[src/rtl/tdm_demux1_to_4_pkg.sv]
// Slot encoding shared by the TDM mux sequencer and the 1-to-4 demux.
// Provides the slot type, slot constants and the modulo-4 slot step.
package tdm_demux1_to_4_pkg;

    typedef logic [1:0] slot_t;

    localparam slot_t SLOT_I0 = 2'b00;
    localparam slot_t SLOT_I1 = 2'b01;
    localparam slot_t SLOT_I2 = 2'b10;
    localparam slot_t SLOT_I3 = 2'b11;

    // 2-bit add wraps 11 -> 00 naturally
    function automatic slot_t slot_next(slot_t s);
        return s + 2'd1;
    endfunction

endpackage

[src/rtl/tdm_slot_counter.sv]
// Slot counter with frame lock and sync alignment for the TDM demux.
// Ports: clock, reset (sync, active-high), en, sync -> s1, s0, locked,
//        sync_err (registered pulse), wrap (comb: this en closes slot 3).
module tdm_slot_counter
    import tdm_demux1_to_4_pkg::*;
(
    input  logic clock,
    input  logic reset,
    input  logic en,
    input  logic sync,
    output logic s1,
    output logic s0,
    output logic locked,
    output logic sync_err,
    output logic wrap
);

    slot_t slot_q, slot_d;
    logic  locked_q, locked_d;
    logic  err_q, err_d;

    always_comb begin
        slot_d   = slot_q;
        locked_d = locked_q;
        err_d    = 1'b0;
        wrap     = 1'b0;
        if (en) begin
            if (sync) begin
                // sync always (re)aligns: the sync sample is slot 0,
                // so the next expected slot is 1
                err_d    = locked_q && (slot_q != SLOT_I0);
                slot_d   = SLOT_I1;
                locked_d = 1'b1;
            end else if (locked_q) begin
                wrap   = (slot_q == SLOT_I3);
                slot_d = slot_next(slot_q);
            end
        end
    end

    always_ff @(posedge clock) begin
        if (reset) begin
            slot_q   <= SLOT_I0;
            locked_q <= 1'b0;
            err_q    <= 1'b0;
        end else begin
            slot_q   <= slot_d;
            locked_q <= locked_d;
            err_q    <= err_d;
        end
    end

    assign s1       = slot_q[1];
    assign s0       = slot_q[0];
    assign locked   = locked_q;
    assign sync_err = err_q;

endmodule

[src/rtl/tdm_demux1_to_4.sv]
// 1-to-4 TDM demux: steers slot samples into staging regs and publishes
// a whole frame on out0..out3 with a one-cycle frame_valid pulse.
// Ports: clock, reset (sync, active-high), din[WIDTH], en, sync ->
//        out0..out3[WIDTH], frame_valid, s1, s0, locked, sync_err.
module tdm_demux1_to_4
    import tdm_demux1_to_4_pkg::*;
#(
    parameter int WIDTH = 1
) (
    input  logic             clock,
    input  logic             reset,
    input  logic [WIDTH-1:0] din,
    input  logic             en,
    input  logic             sync,
    output logic [WIDTH-1:0] out0,
    output logic [WIDTH-1:0] out1,
    output logic [WIDTH-1:0] out2,
    output logic [WIDTH-1:0] out3,
    output logic             frame_valid,
    output logic             s1,
    output logic             s0,
    output logic             locked,
    output logic             sync_err
);

    logic             wrap;
    slot_t            slot;
    logic [WIDTH-1:0] stage0_q, stage0_d;
    logic [WIDTH-1:0] stage1_q, stage1_d;
    logic [WIDTH-1:0] stage2_q, stage2_d;
    logic [WIDTH-1:0] out0_q, out0_d;
    logic [WIDTH-1:0] out1_q, out1_d;
    logic [WIDTH-1:0] out2_q, out2_d;
    logic [WIDTH-1:0] out3_q, out3_d;
    logic             fv_q, fv_d;

    tdm_slot_counter u_cnt (
        .clock    (clock),
        .reset    (reset),
        .en       (en),
        .sync     (sync),
        .s1       (s1),
        .s0       (s0),
        .locked   (locked),
        .sync_err (sync_err),
        .wrap     (wrap)
    );

    assign slot = {s1, s0};

    always_comb begin
        stage0_d = stage0_q;
        stage1_d = stage1_q;
        stage2_d = stage2_q;
        out0_d   = out0_q;
        out1_d   = out1_q;
        out2_d   = out2_q;
        out3_d   = out3_q;
        fv_d     = 1'b0;
        if (en) begin
            if (sync) begin
                // sync sample is always slot 0; a misaligned partial
                // frame is simply abandoned and overwritten later
                stage0_d = din;
            end else if (locked) begin
                unique case (slot)
                    SLOT_I0: stage0_d = din;
                    SLOT_I1: stage1_d = din;
                    SLOT_I2: stage2_d = din;
                    SLOT_I3: ;
                endcase
            end
        end
        if (wrap) begin
            out0_d = stage0_q;
            out1_d = stage1_q;
            out2_d = stage2_q;
            out3_d = din;
            fv_d   = 1'b1;
        end
    end

    always_ff @(posedge clock) begin
        if (reset) begin
            stage0_q <= '0;
            stage1_q <= '0;
            stage2_q <= '0;
            out0_q   <= '0;
            out1_q   <= '0;
            out2_q   <= '0;
            out3_q   <= '0;
            fv_q     <= 1'b0;
        end else begin
            stage0_q <= stage0_d;
            stage1_q <= stage1_d;
            stage2_q <= stage2_d;
            out0_q   <= out0_d;
            out1_q   <= out1_d;
            out2_q   <= out2_d;
            out3_q   <= out3_d;
            fv_q     <= fv_d;
        end
    end

    assign out0        = out0_q;
    assign out1        = out1_q;
    assign out2        = out2_q;
    assign out3        = out3_q;
    assign frame_valid = fv_q;

endmodule

[config.mk]
export PLATFORM = sky130hd
export DESIGN_NAME = tdm_demux1_to_4
export DESIGN_NICKNAME = d
export VERILOG_FILES = /design/src/rtl/tdm_demux1_to_4_pkg.sv /design/src/rtl/tdm_slot_counter.sv /design/src/rtl/tdm_demux1_to_4.sv
export SDC_FILE = /design/constraint.sdc
export NUM_CORES = 1
export LEC_CHECK = 0
export BUFFER_PORTS_ARGS = -buffer_cell sky130_fd_sc_hd__clkbuf_2
export CAP_MARGIN = 20
export CORE_AREA = 2 2 39 41
export DETAILED_ROUTE_END_ITERATION = 12
export DIE_AREA = 0 0 41 43
export PLACE_DENSITY = 0.64
export SYNTH_ARGS = -nofsm -noshare
export SYNTH_HDL_FRONTEND = slang
export SYNTH_HIERARCHICAL = 1
export SYNTH_SLANG_ARGS = --single-unit
export TNS_END_PERCENT = 50
[constraint.sdc]
create_clock -name clock -period 1.55 [get_ports clock]
set_input_delay 0.155 -clock clock [delete_from_list [all_inputs] [get_ports clock]]
set_output_delay 0.155 -clock clock [all_outputs]
set_load 0.01 [all_outputs]
==> impl_metrics.ini <==
[status]
status = complete, no violations

[global_route]
track_usage_pct = 11.5
grt_overflow_total = 0
grt_pass1_wl_um = 1370
grt_max_degree = 15
grt_pass1_vias = 341
grt_antenna_before_repair = 0

[critical_path]
cp.required_ns = 1.69
path_class = flip-flop to flip-flop
cp-startpoint = u_cnt/locked$_SDFFE_PP0P_
startpoint_type = flip-flop
rrSetupSlack_ns = 0.23
arrival_ns = 1.46
critPathCaptureType = flip-flop
reg2regPathDepth = 4
cp_max_fo = 7
r2r_start = u_cnt/locked$_SDFFE_PP0P_

[power]
p_leak_nw = 0.258
powerDensity_nw_per_um2 = 891
max-vdd-ir-drop_v = 0.000618
total_power_mw = 0.542

[sta]
worst_slew_pin_slew_ns = 0.351
fin_crit_sh_pct = 85.3
fin_skew_ns = 0.0112
drv_slew = 0
fin_crit_ns = 1.32
final_hold_viol_count = 0
max_slew_margin_pct = 76.3
clock.fmax_mhz = 757
rsz0062_at_grt = false
setup_slack_ns = 0.229
fin_tns_setup_ns = 0
setup_viol = 0

[clock_network]
ctsResizeCount = 0
cts_max_level = 1
post_cts_buffers = 0
cts.clk_slew.worst_paths_ns = 0.07
cts_root_buffer = clkbuf_4
cts_buffer_depth = 2
cts_hold_buf = 0
cts_buffers = 3
insertion_delay_ns = 0.26
cts_tree = built
clkSinkCount = 12

[cells_and_area]
nets = 74
largest_register_ffs = 2
drive_gt1_share_pct = 24.6
n_antenna_cell = 0
final_area_um2 = 608
top_register = u_cnt/slot_q
final_util_pct = 43.9
area_delta_synth_final_pct = 19.4

[placement]
io_buffers = 13
placed_area_um2 = 586
place_congestion = 0.649
post-place-ws_ns = 0.274
place_hpwl_um = 635

[die]
pin_count = 14
rows = 14
fp.coreArea_um2 = 1380
die_w_um = 41
start_util_pct = 36.8
die_y_um = 43
die_area_um2 = 1760

[routing]
drt-total-wl_um = 865
num_vias = 405
ant_nets = 0
drc = 0
vias_per_cell = 5.00
wl_per_cell_um = 10.7
first_pass_iters = 4
first_iter_violations = 3

[logic_synthesis]
synthesis.area_per_instance_um2 = 9.99
yosysUniqueCellTypes = 20
synth_area_um2 = 509
synthCells = 51
ys_warn_count = 6
syn_nets = 58
seq_area_frac_synth_pct = 47.2
synth.ff_latch_count = 12

[run]
maxCapViolations = 0

[min_path]
min-delay-start = din
whs_path_depth = 3
hp-class = primary input to flip-flop
[cell usage in the layout (no fill, tap or decap), drive strengths merged]
master / instances
ha: 2
a211oi: 1
and2: 1
and3b: 1
dfxtp: 12
inv: 3
a32o: 1
nor2: 6
nand2: 2
mux2i: 7
and4b: 1
o31ai: 1
clkbuf: 16
o21ai: 1
nand4b: 1
nor4b: 2
a21oi: 1
nor2b: 2
nand2b: 4
[worst max-delay path, cell delays in order, from the launching register on]
cell and delay (ns):
dfxtp_1 0.44, and3b_1 0.21, and2_1 0.28, mux2i_1 0.22, nor2_1 0.06
[final cells by class]
class / count / area, um2
multi-input cells: 34 / 249
inverters: 3 / 11.3
fillers: 142 / 776
well taps: 16 / 20.0
repair buffers: 13 / 65.1
clock buffers: 3 / 22.5
flip-flops and latches: 12 / 240
[final timing paths]
| kind | endpoint |
|---|---|
| max | out0$_SDFFE_PP0P_ |
| min reg2reg | stage0_q$_SDFFE_PP0P_ |
| max reg2reg | out0$_SDFFE_PP0P_ |
| min | out3$_SDFFE_PP0P_ |
[where the power goes]
part / switching [mW] / internal (mW) / total [mW]
Clock: 0.0897 / 0.0895 / 0.179
Combinational: 0.0227 / 0.0177 / 0.0403
Sequential: 0.00784 / 0.314 / 0.322
[kinds of logic after synthesis]
logic type | Yosys count | synth area share (%)
and+or+nand+nor | 20 | 23.3
DFF | 12 | 47.2
muxes | 7 | 13.8
AOI/OAI and AO/OA | 5 | 6.88
buffers and inverters | 5 | 3.93
adders and majority gates | 2 | 4.91
[metal layers]
metal / vias up / GRT usage (%) / part of all wire [%]
met5: - / 0 / 0
met4: 0 / 0 / 0
met3: 0 / 7.85 / 9.4
met2: 19 / 17.2 / 42
met1: 181 / 14.4 / 48
li1: 205 / - / -
[through the flow]
stage               cells  hold WS [ns]
floorplan              51         0.227
global placement       78         0.418
detailed placement     78         0.428
CTS                    81         0.157
global route           81         0.168
finish                 81         0.160
[cells in the mapped netlist]
master	instances	share of area [%]
dfxtp_1	12	47
mux2i_1	7	14
nor2_1	6	4.4
nand2b_1	4	4.9
inv_1	3	2.2
ha_1	2	4.9
nand2_1	2	1.5
nor2b_1	2	2.5
nor4b_1	2	3.4
a211oi_1	1	1.5
a21oi_1	1	0.98
a32o_1	1	2.0
and2_1	1	1.2
and3b_1	1	1.7
and4b_1	1	2.0
buf_2	1	0.98
clkbuf_1	1	0.74
nand4b_1	1	1.7
o21ai_0	1	0.98
o31ai_1	1	1.5
(Power assumes the default switching activity.)
